`src/rtl/mult_pkg.sv`:
```
// Shared types and sizes for the sequential shift-add multiplier.
package mult_pkg;

  typedef enum logic [1:0] {IDLE, RUN, DONE} mult_state_t;

  localparam int ITER_COUNT = 8;
  localparam int OP_W       = 8;

endpackage

```
`src/rtl/eight_bit_adder.sv`:
```
// 8-bit ripple-carry adder; purely combinational, one full-adder cell per bit.
module eight_bit_adder
  import mult_pkg::*;
(
  input  logic [OP_W-1:0] a,
  input  logic [OP_W-1:0] b,
  input  logic            cin,
  output logic [OP_W-1:0] s,
  output logic            cout
);

  logic [OP_W:0] c;

  always_comb begin
    c    = '0;
    s    = '0;
    c[0] = cin;
    for (int i = 0; i < OP_W; i++) begin
      s[i]   = a[i] ^ b[i] ^ c[i];
      c[i+1] = (a[i] & b[i]) | (c[i] & (a[i] ^ b[i]));
    end
  end

  assign cout = c[OP_W];

endmodule

```
`src/rtl/shift_add_multiplier.sv`:
```
// 8x8 add-and-shift multiplier, 8 cycles accept->out_valid; holds DONE until out_ready, in_ready only in IDLE.
// Define SIGNED_MULT_EN for two's-complement operands (final iteration subtracts the multiplicand).
module shift_add_multiplier
  import mult_pkg::*;
(
  input  logic              Clk,
  input  logic              Reset_n,
  input  logic              in_valid,
  output logic              in_ready,
  input  logic [OP_W-1:0]   A,
  input  logic [OP_W-1:0]   B,
  output logic              out_valid,
  input  logic              out_ready,
  output logic [2*OP_W-1:0] P
);

  mult_state_t     state;
  logic [OP_W-1:0] m;
  logic [OP_W-1:0] ah;
  logic [OP_W-1:0] bl;
  logic [2:0]      cnt;

  logic [OP_W-1:0] add_b;
  logic [OP_W-1:0] s;
  logic            cin;
  logic            cout;
  logic            xn;
  logic            last;

  assign last     = (cnt == 3'(ITER_COUNT - 1));
  assign in_ready = (state == IDLE);

`ifdef SIGNED_MULT_EN
  logic            x;
  logic [OP_W-1:0] mp;

  // Last partial product carries negative weight, so it is subtracted.
  assign mp    = last ? ~m : m;
  assign cin   = last & bl[0];
  assign add_b = bl[0] ? mp : '0;
  // x mirrors the sign of ah, so this is the true 9th bit of {x,ah}+{mp[7],mp}.
  assign xn    = bl[0] ? (x ^ mp[OP_W-1] ^ cout) : x;
`else
  assign cin   = 1'b0;
  assign add_b = bl[0] ? m : '0;
  // The carry out shifts straight into the top of the high half.
  assign xn    = cout;
`endif

  eight_bit_adder u_add (
    .a    (ah),
    .b    (add_b),
    .cin  (cin),
    .s    (s),
    .cout (cout)
  );

  always_ff @(posedge Clk or negedge Reset_n) begin
    if (!Reset_n) begin
      state     <= IDLE;
      m         <= '0;
      ah        <= '0;
      bl        <= '0;
      cnt       <= '0;
      P         <= '0;
      out_valid <= 1'b0;
`ifdef SIGNED_MULT_EN
      x         <= 1'b0;
`endif
    end else begin
      case (state)
        IDLE: begin
          if (in_valid && in_ready) begin
            m     <= A;
            bl    <= B;
            ah    <= '0;
            cnt   <= '0;
            state <= RUN;
`ifdef SIGNED_MULT_EN
            x     <= 1'b0;
`endif
          end
        end
        RUN: begin
          ah  <= {xn, s[OP_W-1:1]};
          bl  <= {s[0], bl[OP_W-1:1]};
          cnt <= cnt + 3'd1;
`ifdef SIGNED_MULT_EN
          x   <= xn;
`endif
          if (last) begin
            P         <= {xn, s, bl[OP_W-1:1]};
            out_valid <= 1'b1;
            state     <= DONE;
          end
        end
        DONE: begin
          if (out_ready) begin
            out_valid <= 1'b0;
            state     <= IDLE;
          end
        end
        default: state <= IDLE;
      endcase
    end
  end

endmodule

```
`config.mk`:
```
export PLATFORM = sky130hd
export DESIGN_NAME = shift_add_multiplier
export DESIGN_NICKNAME = d
export VERILOG_FILES = /design/src/rtl/mult_pkg.sv /design/src/rtl/eight_bit_adder.sv /design/src/rtl/shift_add_multiplier.sv
export SDC_FILE = /design/constraint.sdc
export NUM_CORES = 1
export LEC_CHECK = 0
export CORE_MARGIN = 4
export CORE_UTILIZATION = 55
export CTS_BUF_LIST = sky130_fd_sc_hd__clkbuf_8 sky130_fd_sc_hd__clkbuf_16
export DETAILED_ROUTE_END_ITERATION = 6
export PLACE_DENSITY = 0.88
export SLEW_MARGIN = 15
export SYNTH_ARGS = -nofsm -noshare
export SYNTH_HDL_FRONTEND = slang
export SYNTH_HIERARCHICAL = 1
export SYNTH_SLANG_ARGS = --single-unit
```
`constraint.sdc`:
```
create_clock -name Clk -period 8.39 [get_ports Clk]
set_clock_uncertainty 0.15 [all_clocks]
set_input_delay 1.2585 -clock Clk [delete_from_list [all_inputs] [get_ports Clk]]
set_output_delay 1.2585 -clock Clk [all_outputs]
set_load 0.02 [all_outputs]
```
==> impl_metrics.ini, run 1 <==
[cts]
cts_tree = done
clk_latency_ps = 290
cts.sinks = 46
ctsHtreeMaxLevel = 2
cts_inserted_buffers = 5
path_clk_slew_ps = 80
cts_max_path_buffers = 2
hold_buffers = 0
cts-root-buf = clkbuf_8
post_cts_resize_count = 0
cts_setup_buffers = 0

[power]
peakVddDrop_mv = 0.211
p_per_area_mw_per_mm2 = 421
p_leak_nw = 1.18

[placement]
io_buffers = 37
placed_cells = 237
routabilityCongestion = 0.774
hpwl_mm = 2.97

[logic_synthesis]
yosysSeqAreaShare = 0.536
yosys.area.top_type = dfrtp_1
yosys-top-cells-count = 46 x dfrtp_1, 15 x mux2_2, 12 x inv_1, 12 x o22ai_1, 10 x a22o_1
ys_types = 27
synth-edff-count = 0
synth_ff_type = dfrtp_1
async_flop_share = 1.00
netlist_instances = 160
synth_fp_nets = 190
yosysMostFrequentCell = dfrtp_1
synth.top_cell.area_share = 0.536
synthTopCellsByArea = dfrtp_1 54%, mux2_2 7.9%, fa_1 7.5%, mux2_4 6.3%, a22o_1 4.1%
syn_area_mm2 = 0.00215
syn-mean-instance-area_um2 = 13.4
ys_ff_latch = 46
synth_warnings = 6

[sta]
min_period_ps = 4140
rsz0062_at_grt = false
tns_ps = 0
hold_ws_ps = 361
setup_viol = 0
fmax_mhz = 242
fin_crit_sh = 0.493
slew_violations = 0
hold_viol_final = 0
relSlewSlack = 0.337
worst_pin_slew_ps = 994

[global_route]
grt_pass1_vias = 1484
grt_pass1_wl_mm = 7.15
grt.total_usage = 0.183
antenna_found_initial = 0
grt_max_degree = 47
grt.overflow.total = 0

[worst_setup_path]
start_kind = flip-flop
r2r-start = bl[0]
worstPathCellList = and2_1, fa_1, inv_1, fa_1, inv_1, fa_1, fa_1, fa_1, fa_1, fa_1, inv_1, fa_1, inv_1, mux2_2
cp-startpoint = bl[0]
endpoint_kind = flip-flop
crit_top_cell = fa_1
critPathRequiredTime_ps = 8480
critPathArrivalTime_ps = 4220
cpMaxStageDelayCell = dfrtp_1
worstSetupPathType = reg -> reg
ff2ff_path_depth = 14
worst_setup_path_endpoint = P[14]
r2r_slack_ps = 4250
regToRegEndpoint = P[14]
cpPeakStageDelay_ps = 470
cp_max_fo = 10

[cells_and_area]
drive_gt1_frac = 0.193
syn2layout_area_growth_pct = 22.4
nets = 226
antennaDiodeCount = 0
instances_no_fill = 245
final_util = 0.708

[routing]
routed_wl_mm = 4.18
drt_first_pass_iters = 4
drc = 0
drtIter0Drc = 128
ant_nets = 0
wl_per_cell_um = 17.1
routed_via_density = 5.51
vias = 1349

[floorplan]
start_util = 0.578
die_h_um = 70.5
fp.dieW_um = 70.5
core_mm2 = 0.00372
dieArea_mm2 = 0.00497
placementRows = 22
ios = 38

[outcome]
status = finished clean

[flow_run]
cap_viol_max_count = 0

[worst_hold_path]
hp-class = reg -> reg
## power by group
group | leakage [nW] | internal [mW] | switching, mW
sequential | 0.548 | 0.332 | 0.0834
combinational | 0.580 | 0.290 | 0.252
clock | 0.0575 | 0.0831 | 0.0677
total | 1.18 | 0.705 | 0.403
## critical path: cells and delay by family (launching register included)
kind / cells / cell delay [ps]
AND/OR/NAND/NOR: 1 / 190
flip-flops: 1 / 470
buffers and inverters: 4 / 280
adder cells (fa/ha/maj): 8 / 2860
multiplexers: 1 / 140
## worst min path at each step
stage	start	end	slack, ps	cells after the start
2_1_floorplan	cnt[0]	cnt[0]	320	1
3_3_place_gp	ah[1]	ah[1]	330	1
5_1_grt	P[0]	P[0]	370	1
4_1_cts	P[0]	P[0]	370	1
6_report	P[0]	P[0]	360	1
3_5_place_dp	P[13]	P[13]	350	1
## metal layers
| layer | global-route usage | up-vias | share of wire |
|---|---|---|---|
| met4 | 0.0574 | 0 | 0.013 |
| met1 | 0.240 | 669 | 0.42 |
| met5 | 0 | - | 0 |
| li1 | - | 627 | - |
| met2 | 0.299 | 47 | 0.50 |
| met3 | 0.0489 | 6 | 0.067 |
## logic make-up (layout without fill, tap and decap cells)
kind of cell,count (synthesis),count (layout),synth area share
flops,46,46,0.536
fa+ha+maj,10,10,0.0862
other cells,1,1,0.00175
compound gates,36,36,0.116
simple gates,23,23,0.0722
mux,24,24,0.142
buf+inv,20,57,0.0460
## state kept, by name, indices dropped and copies added (netlist names)
register and flops:
P 16, ah 8, bl 8, cnt 3, m 8, out_valid 1, state 2
## placed cells by master, fill, tap and decap left out, types with 2 or more instances in the layout
cell             count
nand3b_1             2
mux2_2              15
inv_1               12
clkdlybuf4s50_1     36
a21oi_1              9
ha_1                 2
nand2b_1             2
a22o_1              10
nor2_1               5
mux2_4               9
clkbuf_8             8
o22ai_1             12
and2_1               8
o221a_2              2
dfrtp_1             46
fa_1                 8
nand2_1              2
## stage by stage
stage                     worst slack, ps  total power, mW  area, um^2
after floorplan                      4460            0.785        2150
after global placement               4360            0.931        2520
after detailed placement             4270            0.967        2520
after CTS                            4250             1.12        2630
final                                4250             1.11        2630
after global routing                 4040             1.20        2630
## area by class of cell
class | instances | area [um^2]
clock buffer | 8 | 110
fill | 271 | 1090
inverter | 12 | 45.0
multi-input combinational | 94 | 898
sequential | 46 | 1150
tap | 48 | 60.1
timing repair buffer | 37 | 365
(Power assumes the default switching activity.)
==> run 2: changes to the inputs <==
--- a/config.mk
+++ b/config.mk
@@ -6,10 +6,10 @@
 export NUM_CORES = 1
 export LEC_CHECK = 0
 export CORE_MARGIN = 4
-export CORE_UTILIZATION = 55
+export CORE_UTILIZATION = 52
 export CTS_BUF_LIST = sky130_fd_sc_hd__clkbuf_8 sky130_fd_sc_hd__clkbuf_16
 export DETAILED_ROUTE_END_ITERATION = 6
-export PLACE_DENSITY = 0.88
+export PLACE_DENSITY = 0.84
 export SLEW_MARGIN = 15
 export SYNTH_ARGS = -nofsm -noshare
 export SYNTH_HDL_FRONTEND = slang
==> constraint.sdc (replaced) <==
create_clock -name Clk -period 4.2 [get_ports Clk]
set_clock_uncertainty 0.15 [all_clocks]
set_input_delay 0.63 -clock Clk [delete_from_list [all_inputs] [get_ports Clk]]
set_output_delay 0.63 -clock Clk [all_outputs]
set_load 0.02 [all_outputs]
==> impl_metrics.ini, run 2 (synthesis results as in run 1) <==
[outcome]
status = finished clean

[cells_and_area]
design_area_mm2 = 0.00264
layout_common_cells = 46 x dfrtp_1, 36 x clkdlybuf4s50_1, 15 x mux2_2
nets = 227
antennaDiodeCount = 0
largest_register = P
fill_cells = 301
largest_reg_flops = 16
instances_no_fill = 248
final_common_cell = dfrtp_1
final_util = 0.659
syn2layout_area_growth_pct = 22.7
drive_gt1_frac = 0.187

[placement]
placed_cells = 240
place_area_mm2 = 0.00253
routabilityCongestion = 0.762
hpwl_mm = 2.98
io_buffers = 37
dp_slack_ps = 140

[worst_setup_path]
worstSetupPathType = reg -> reg
r2r-start = m[0]
critPathArrivalTime_ps = 4160
ff2ff_path_depth = 14
cp_max_fo = 2
endpoint_kind = flip-flop
r2r_slack_ps = 130
cp-startpoint = m[0]
start_kind = flip-flop
regToRegEndpoint = ah[6]
critPathRequiredTime_ps = 4290

[sta]
worst_pin_slew_ps = 1000
fmax_mhz = 246
slew_violations = 0
min_period_ps = 4070
rsz0062_at_grt = false
worst_slack_ps = 127
tns_ps = 0
relSlewSlack = 0.332
setup_viol = 0
hold_ws_ps = 341
fin_crit_sh = 0.970
hold_viol_final = 0

[global_route]
grt_pass1_vias = 1499
grt_max_degree = 47
grt.overflow.total = 0
grt.total_usage = 0.184
grt_pass1_wl_mm = 7.22
antenna_found_initial = 0

[routing]
drt_first_pass_iters = 4
met3_length_um = 255
drtIter0Drc = 108
wl_per_cell_um = 17.0
routed_wl_mm = 4.22
drc = 0
top_layer = met4
vias = 1377
wl_met2_mm = 2.05
routed_via_density = 5.55
m1WireLength_mm = 1.86
ant_nets = 0

[power]
p_per_area_mw_per_mm2 = 851
peakVddDrop_mv = 0.435
power.total_mw = 2.24
p_leak_nw = 1.19

[cts]
cts-root-buf = clkbuf_8
cts_inserted_buffers = 5
clk_latency_ps = 300
post_cts_resize_count = 0
ctsHtreeMaxLevel = 2
cts_setup_buffers = 0
path_clk_slew_ps = 80
hold_buffers = 0
cts_max_path_buffers = 2
cts_tree = done
cts.sinks = 46

[floorplan]
start_util = 0.537
dieArea_mm2 = 0.00522
die_h_um = 72.3
fp.dieW_um = 72.3
placementRows = 23
ios = 38
core_mm2 = 0.00400

[worst_hold_path]
hp-class = in -> async

[flow_run]
cap_viol_max_count = 0
==> run 2: cell count changes in the layout (fill, tap and decap cells not counted), sizes merged <==
cell,previous run,this run
clkbuf,8,5
inv,12,14
buf,1,2
bufinv,0,1
==> run 2: final cells by class <==
cell class,instances,area [um^2],area share
clock buffer,5,68.8,0.0261
clock inverter,3,37.5,0.0142
inverter,12,45.0,0.0171
multi-input combinational,94,898,0.341
sequential,46,1150,0.437
tap,50,62.6,0.0237
timing repair buffer,38,373,0.141
==> run 2: worst max-delay path, cell delays in order (launching register included) <==
cell and delay (ps):
dfrtp_1 400, and2_1 180, fa_1 380, inv_1 80
fa_1 160, inv_1 50, fa_1 380, fa_1 390
fa_1 380, fa_1 390, fa_1 380, inv_1 80
fa_1 400, inv_1 80, a22o_1 140
==> run 2: report_power, final <==
| group | switching, mW | total (mW) | internal [mW] |
|---|---|---|---|
| clock network | 0.144 | 0.317 | 0.173 |
| registers | 0.159 | 0.821 | 0.662 |
| logic | 0.515 | 1.10 | 0.590 |
==> run 2: how the worst max path moves through the flow <==
stage,endpoint,cells past startpoint
final,ah[6],14
after global routing,ah[6],14
after CTS,ah[6],14
after detailed placement,ah[6],14
after global placement,P[14],14
after floorplan,P[14],14
==> run 2: routing by layer <==
metal,track usage,vias up
met1,0.228,704
met3,0.0651,6
li1,-,629
met2,0.301,38
met4,0.0585,0
met5,0,-
